--- src/rtl/mult_char_pkg.sv ---
// Shared definitions for the approximate-multiplier characterisation blocks.
package mult_char_pkg;

  localparam int DEF_WIDTH       = 6;
  localparam int DEF_NUM_SAMPLES = 4096;
  localparam int PROD_W          = 2 * DEF_WIDTH;

  typedef enum logic [1:0] {
    ST_IDLE = 2'd0,
    ST_RUN  = 2'd1,
    ST_DONE = 2'd2
  } acc_state_t;

endpackage

--- src/rtl/mult_error_accumulator_abs_diff.sv ---
// Unsigned absolute difference |a - b|, purely combinational.
module abs_diff
  import mult_char_pkg::*;
#(
  parameter int W = PROD_W
) (
  input  logic [W-1:0] a,
  input  logic [W-1:0] b,
  output logic [W-1:0] diff
);

  // Subtract the smaller operand from the larger so the result never wraps.
  always_comb begin
    diff = (a >= b) ? (a - b) : (b - a);
  end

endmodule

--- src/rtl/mult_error_accumulator.sv ---
// Collects error statistics of an approximate multiplier over a fixed-length run.
// Samples flow through a 3-stage pipeline: exact product, absolute error, stats update.
module mult_error_accumulator
  import mult_char_pkg::*;
#(
  parameter int WIDTH       = DEF_WIDTH,
  parameter int NUM_SAMPLES = DEF_NUM_SAMPLES,
  parameter int SUM_W       = 24,
  parameter int CNT_W       = 13
) (
  input  logic                 clk,
  input  logic                 rst,
  input  logic                 start,
  input  logic                 in_valid,
  output logic                 in_ready,
  input  logic [WIDTH-1:0]     op_a,
  input  logic [WIDTH-1:0]     op_b,
  input  logic [2*WIDTH-1:0]   product,
  output logic                 busy,
  output logic                 done,
  output logic [CNT_W-1:0]     sample_count,
  output logic [CNT_W-1:0]     err_count,
  output logic [SUM_W-1:0]     err_sum,
  output logic [2*WIDTH-1:0]   err_max
);

  localparam int PW    = 2 * WIDTH;
  localparam int ADD_W = ((SUM_W > PW) ? SUM_W : PW) + 1;
  localparam logic [CNT_W-1:0] NUM_S   = CNT_W'(NUM_SAMPLES);
  localparam logic [SUM_W-1:0] SUM_MAX = '1;

  acc_state_t       state;
  acc_state_t       next_state;
  logic [CNT_W-1:0] accepted;
  logic             accept;
  logic             clear_run;

  logic             s1_valid;
  logic [PW-1:0]    s1_exact;
  logic [PW-1:0]    s1_approx;
  logic             s2_valid;
  logic [PW-1:0]    s2_abs_err;
  logic [PW-1:0]    abs_err_comb;

  logic [ADD_W-1:0] sum_wide;
  logic [SUM_W-1:0] sum_sat;

  // Handshake and status decode; a start outside RUN opens a fresh run.
  always_comb begin
    in_ready  = (state == ST_RUN) && (accepted < NUM_S);
    accept    = in_valid && in_ready;
    busy      = (state == ST_RUN);
    done      = (state == ST_DONE);
    clear_run = start && (state != ST_RUN);
  end

  // Next-state logic: the run ends once the last sample has updated the stats.
  always_comb begin
    next_state = state;
    unique case (state)
      ST_IDLE: if (start) next_state = ST_RUN;
      ST_RUN:  if (sample_count == NUM_S) next_state = ST_DONE;
      ST_DONE: if (start) next_state = ST_RUN;
      default: next_state = ST_IDLE;
    endcase
  end

  // State register.
  always_ff @(posedge clk) begin
    if (rst) state <= ST_IDLE;
    else     state <= next_state;
  end

  // Count accepted samples so input stops exactly at the run length.
  always_ff @(posedge clk) begin
    if (rst || clear_run) accepted <= '0;
    else if (accept)      accepted <= accepted + 1'b1;
  end

  // Pipeline valid bits; flushed on reset or when a new run begins.
  always_ff @(posedge clk) begin
    if (rst || clear_run) begin
      s1_valid <= 1'b0;
      s2_valid <= 1'b0;
    end else begin
      s1_valid <= accept;
      s2_valid <= s1_valid;
    end
  end

  // Stage 1 captures the exact product next to the approximate one.
  always_ff @(posedge clk) begin
    if (accept) begin
      s1_exact  <= PW'(op_a) * PW'(op_b);
      s1_approx <= product;
    end
  end

  abs_diff #(.W(PW)) u_abs_diff (
    .a    (s1_exact),
    .b    (s1_approx),
    .diff (abs_err_comb)
  );

  // Stage 2 registers the absolute error.
  always_ff @(posedge clk) begin
    s2_abs_err <= abs_err_comb;
  end

  // Widen before adding so the saturation test sees the true sum.
  always_comb begin
    sum_wide = ADD_W'(err_sum) + ADD_W'(s2_abs_err);
    sum_sat  = (sum_wide > ADD_W'(SUM_MAX)) ? SUM_MAX : sum_wide[SUM_W-1:0];
  end

  // Stage 3 folds each retiring sample into the run statistics.
  always_ff @(posedge clk) begin
    if (rst || clear_run) begin
      sample_count <= '0;
      err_count    <= '0;
      err_sum      <= '0;
      err_max      <= '0;
    end else if (s2_valid) begin
      sample_count <= sample_count + 1'b1;
      if (s2_abs_err != '0) err_count <= err_count + 1'b1;
      err_sum <= sum_sat;
      if (s2_abs_err > err_max) err_max <= s2_abs_err;
    end
  end

endmodule

--- config.mk ---
export PLATFORM = sky130hd
export DESIGN_NAME = mult_error_accumulator
export DESIGN_NICKNAME = d
export VERILOG_FILES = /design/src/rtl/mult_char_pkg.sv /design/src/rtl/mult_error_accumulator_abs_diff.sv /design/src/rtl/mult_error_accumulator.sv
export SDC_FILE = /design/constraint.sdc
export NUM_CORES = 1
export LEC_CHECK = 0
export ABC_CLOCK_PERIOD_IN_PS = 6000
export CAP_MARGIN = 25
export CELL_PAD_IN_SITES_DETAIL_PLACEMENT = 0
export CELL_PAD_IN_SITES_GLOBAL_PLACEMENT = 1
export CORE_ASPECT_RATIO = 0.5
export CORE_MARGIN = 1
export CORE_UTILIZATION = 50
export CTS_CLUSTER_SIZE = 20
export DETAILED_ROUTE_END_ITERATION = 10
export DONT_BUFFER_PORTS = 1
export GPL_TIMING_DRIVEN = 0
export PLACE_DENSITY_LB_ADDON = 0.1
export SLEW_MARGIN = 0
export SYNTH_ARGS = -nofsm -noshare
export SYNTH_HDL_FRONTEND = slang
export SYNTH_SLANG_ARGS = --single-unit
--- constraint.sdc ---
create_clock -name clk -period 6 [get_ports clk]
set_input_delay 1.2 -clock clk [delete_from_list [all_inputs] [get_ports clk]]
set_output_delay 1.2 -clock clk [all_outputs]
set_load 0.1 [all_outputs]
==> Yosys cells after proc, flatten, opt, wreduce, memory -nomap -nowiden <==
Cells that the tools add are included.
{ "classes": {"eq_ne": 6, "n_mux": 5, "add_sub_neg": 6, "magnitude_cmp": 4, "n_reduce_logical": 10, "multipliers": 1} }
{ "ops": {"columns": ["cell", "count"], "rows": [
  ["adder 13 x 1 -> 13 bit, second input constant", 3],
  ["adder 24 x 12 -> 25 bit", 1],
  ["greater-than comparator 25 x 24 -> 1 bit, second input constant", 1],
  ["2-to-1 mux 24 bit", 1],
  ["subtractor 12 bit", 2],
  ["equality test 13 bit, second input constant", 1],
  ["less-than comparator 13 bit, second input constant", 1],
  ["greater-or-equal comparator 12 bit", 1],
  ["greater-than comparator 12 bit", 1],
  ["multiplier 6 x 6 -> 12 bit", 1],
  ["2-to-1 mux 12 bit", 1],
  ["nonzero test 12 bit", 1],
  ["!= test 2 x 1 -> 1 bit, second input constant", 3],
  ["AND reduction 2 bit", 3],
  ["2-to-1 mux 2 bit", 2],
  ["one-hot mux 2 bit (2 select lines)", 1],
  ["logical AND 1 bit", 3],
  ["equality test 2 x 1 -> 1 bit, second input constant", 1],
  ["equality test 2 bit, second input constant", 1],
  ["logical NOT 2 bit", 1],
  ["OR reduction 2 bit", 1],
  ["logical OR 1 bit", 1]
]} }
{ "totals": {"out_inout_bits": 65, "in_bits": 28, "wordCells": 43, "ff_bits": 115} }

==> Logic depth before layout (Yosys ltp) <==
{ "depth": {"ltp_word": 4, "depth_mapped": 15, "ltp_nobuf": 15} }

==> Cells and area by module <==
A second synthesis with hierarchy kept.
{ "unflattened": {"hier_cells": 796, "hier_area_um2": 7262.0} }
{ "modules_own_cells": {"columns": ["module", "cells_each", "instances", "area_per_inst_um2", "seq_area_each_um2"], "rows": [
  ["mult_error_accumulator", 640, 1, 6169.7, 2542.4],
  ["abs_diff", 156, 1, 1092.3, 0.0]
]} }

==> Worst setup path before layout <==
Ideal clock, no wire load.
{ "synth_path": {"kind": "input-to-reg", "startpoint": "input op_a[3]", "endpoint": "register s1_exact[11], data pin", "setup_slack_ns": 1.617, "path_buffers": 0, "t_required_ns": 5.735, "stages": 14, "arrival_time_ns": 4.118, "setup_ns": 0.265, "path_cell_list": "and2_1 > fa_1 > inv_1 > fa_1 > fa_1 > inv_1 > ha_1 > a21oi_1 > nor2_1 > nor2_1 > o21bai_1 > a21oi_1 > o21ai_0 > xor2_1"} }
{ "synth_between": {"elab_chain_len": 1} }
{ "synth_rtl": {"columns": ["item", "line", "rtl"], "rows": [
  ["start: declaration", "mult_error_accumulator.sv:16", "input logic [WIDTH-1:0] op_a,"],
  ["multiplier 6 x 6 -> 12 bit", "mult_error_accumulator.sv:94", "s1_exact <= PW'(op_a) * PW'(op_b);"],
  ["end signal: assignment", "mult_error_accumulator.sv:94", null],
  ["end: declaration", "mult_error_accumulator.sv:39", "logic [PW-1:0] s1_exact;"]
]} }
Every way passes these cells.
A chain may end at the register's enable or synchronous reset.

==> Worst setup path in the final report <==
Ends and elaborated chain as after synthesis.

==> flow_summary_export.csv <==
group,metric,value,unit
synth,synth_fp_nets,926,
synth,synth_top_family_by_area,"simple AND/OR/NAND/NOR gates",
worst_setup_path,cp-start-kind,"input port",
worst_setup_path,critPathTopFamily,"adder cells",
final_layout,drive_gt1_share,8.792,%
cts,cts.path.max_buffers,2,
sta,fin_tns_setup,0,ns
sta,fin_worst_skew,0.008283,ns
worst_setup_path,crit_chain,"and2_1, fa_1, inv_1, fa_1, fa_1, inv_1, ha_1, a21oi_1, nor2_1, nor2_1, o21bai_1, a21oi_1, o21ai_0, xor2_1",
synth,netlist_instances,807,
cts,cts_buffers,17,
grt,grt_pass1_vias,5605,
routing,num_vias,5805,
floorplan,die_area,15160,um2
worst_setup_path,arrival,4.27,ns
worst_setup_path,critPathMaxFanout,6,
worst_setup_path,cp_num_buf_inv,2,
cts,post-cts-setup-buffers,0,
cts,cts_tree,"yes",
sta,finalWorstSetupSlack,1.889,ns
worst_setup_path,rr_endpoint,"err_sum[18]",
placed_design,portBuffers,0,
sta,min_period_over_period,68.51,%
worst_setup_path,crit_end,"s1_exact[11]",
final_layout,areaGrowthSynthToFinish,15.77,%
sta,max_slew_margin,26.39,%
floorplan,fp.dieH,87.57,um
synth,synth_xor_area_share,5.861,%
synth,synth_edf_count,24,
synth,yosys.area_share.simple,17.98,%
cts,cts_root_buf,"clkbuf_16",
cts,clk_latency,0.41,ns
sta,drv_slew,0,
worst_setup_path,startpoint,"op_a[3]",
outcome,status,"complete, no violations",
synth,ys_ff_latch,115,
cts,hold_buffers,0,
hold_path,hold_class,"reg -> reg",
floorplan,rows,30,
power_and_ir_drop,pwr-share-seq,36.6,%
floorplan,pin_count,93,
floorplan,coreArea,13930,um2
synth,synth_ff_type,"dfxtp_1",
placed_design,dp_hpwl,12.34,mm
synth,yosys_warnings,0,
flow_run,maxCapViolations,0,
power_and_ir_drop,switching_share,29.87,%
worst_setup_path,cp_common_cell,"fa_1",
routing,antenna_left,0,
synth,avgSynthCellArea,9.073,um2
grt,overflow,0,
floorplan,die_w,173.1,um
placed_design,globalplace.congestion,0.9018,
cts,clk_pin_slew,0.06,ns
worst_setup_path,rr_worst_depth,10,
routing,drt_wl_total,16.26,mm
synth,synthAdderAreaFrac,17.60,%
synth,synth.distinct_cells,67,
grt,grt_max_degree,30,
cts,htreeDepth,4,
power_and_ir_drop,leakage,3.506,nW
synth,synth-compound-area-share,16.95,%
final_layout,mostFrequentLayoutCell,"dfxtp_1",
power_and_ir_drop,internal_power,1.720,mW
sta,setup_violations,0,
power_and_ir_drop,comb_power_share,20.8,%
synth,synth_area,7322,um2
sta,max_freq,243.3,MHz
final_layout,post-route-util,60.87,%
routing,wl_per_cell,15.56,um
synth,synthArstFlopShare,0,%
final_layout,diodes,0,
worst_setup_path,slowest_stage,"fa_1",
cts,cts.sinks,115,
final_layout,layout_common_cells,"dfxtp_1, inv_1, ha_1, nor2_1, nand2_1",
routing,first_iter_violations,266,
sta,grt_setup_unrepaired,"no",
worst_setup_path,ff2ff_setup_slack,2.47,ns
placed_design,post-place-ws,1.418,ns
synth,synth.area.mux_share,1.435,%
sta,worst_pin_slew,1.103,ns
worst_setup_path,critical_path_depth,14,
routing,drt_pre_antenna_iters,5,
routing,drc,0,
final_layout,fin_nets,959,
worst_setup_path,end_kind,"flip-flop",
floorplan,initial_core_util,52.58,%
synth,yosysSeqAreaShare,34.72,%
power_and_ir_drop,clkPwrFrac,42.6,%
worst_setup_path,reg2reg_from,"err_sum[0]",
grt,grt_pass1_wl,26.99,mm
routing,routed_via_density,5.555,
worst_setup_path,required,6.16,ns
grt,grt_antenna_before_repair,0,
worst_setup_path,worstSetupPathType,"in -> reg",
power_and_ir_drop,netSwitchingPower,0.7327,mW
grt,grt_use_total,22.56,%
sta,final_hold_viol_count,0,
power_and_ir_drop,ir_worst_vdd,0.2299,mV
cts,cts_resized,0,
sta,period_minus_slack,4.111,ns
power_and_ir_drop,powerDensity,289.4,nW/um2
worst_setup_path,cpPeakStageDelay,0.55,ns
==> worst register-to-register path, delay by kind of cell, from the launching register on <==
kind / cells / cell delay [ns]
simple gates: 2 / 0.35
flops: 1 / 0.98
compound gates: 5 / 1.32
fa+ha+maj: 2 / 0.76
buf+inv: 1 / 0.07
==> Yosys cell counts (21+ instances only) <==
library cell / number / share of area, %
dfxtp_1: 91 / 25
inv_1: 76 / 3.9
ha_1: 71 / 12
nor2_1: 61 / 3.1
nand2_1: 50 / 2.6
a21oi_1: 44 / 3.0
o21ai_0: 42 / 2.9
xor2_1: 36 / 4.3
and2_1: 31 / 2.6
edfxtp_1: 24 / 9.8
nand3_1: 24 / 1.6
a31oi_1: 21 / 1.8
nand4_1: 21 / 1.8
==> layout make-up <==
cell class | count | area (um2)
clock inverter | 15 | 178.9
multi-input combinational | 592 | 4385
buffer | 24 | 113.9
inverter | 76 | 285.3
clock buffer | 17 | 425.4
tap | 192 | 240.2
sequential | 115 | 2542
fill | 1224 | 5449
timing repair buffer | 14 | 305.3
==> cells by family (layout without fill, tap and decap cells) <==
kind of cell               Yosys count  after routing
adders and majority gates           91             91
xor gates and xnor gates            49             49
and+or+nand+nor                    255            255
muxes                               10             10
AOI/OAI and AO/OA                  187            187
buffers and inverters              100            146
DFF                                115            115
==> registers in the layout, indices dropped and copies added, names as in the netlist <==
register / flops
err_sum: 24
accepted: 13
err_count: 13
sample_count: 13
err_max: 12
s1_approx: 12
s1_exact: 12
s2_abs_err: 12
state: 2
s1_valid: 1
s2_valid: 1
==> per-stage QoR <==
stage               cell area (um2)  power [mW]  hold slack, ns  cells
floorplan                      7322       1.305          0.4057    807
global placement               7562       1.404          0.4179    999
detailed placement             7806       1.421          0.4150   1010
CTS                            8411       2.470          0.4272   1042
global route                   8477       2.585          0.4447   1045
finish                         8477       2.453          0.4275   1045
==> per-layer routing <==
layer	vias up	track usage, %	share of wire (%)
met4	0	7.241	0.93
met5	-	0	0
li1	2913	-	-
met2	139	39.74	48
met3	12	5.382	4.9
met1	2741	27.80	46
==> power by group through the flow <==
stage	clock [mW]	combinational [mW]	sequential, mW
after floorplan	0	0.413	0.892
after global placement	0	0.490	0.913
after detailed placement	0	0.506	0.914
after CTS	1.06	0.512	0.897
after global routing	1.10	0.581	0.902
final	1.05	0.509	0.898
==> worst min-delay path by stage <==
stage / start / endpoint / cells after the start
2_1_floorplan: s1_valid / s2_valid / 1
3_3_place_gp: s1_valid / s2_valid / 1
3_5_place_dp: s1_valid / s2_valid / 1
4_1_cts: s1_valid / s2_valid / 1
5_1_grt: s1_valid / s2_valid / 1
6_report: s1_valid / s2_valid / 1
Power figures use the tool's default switching activity.
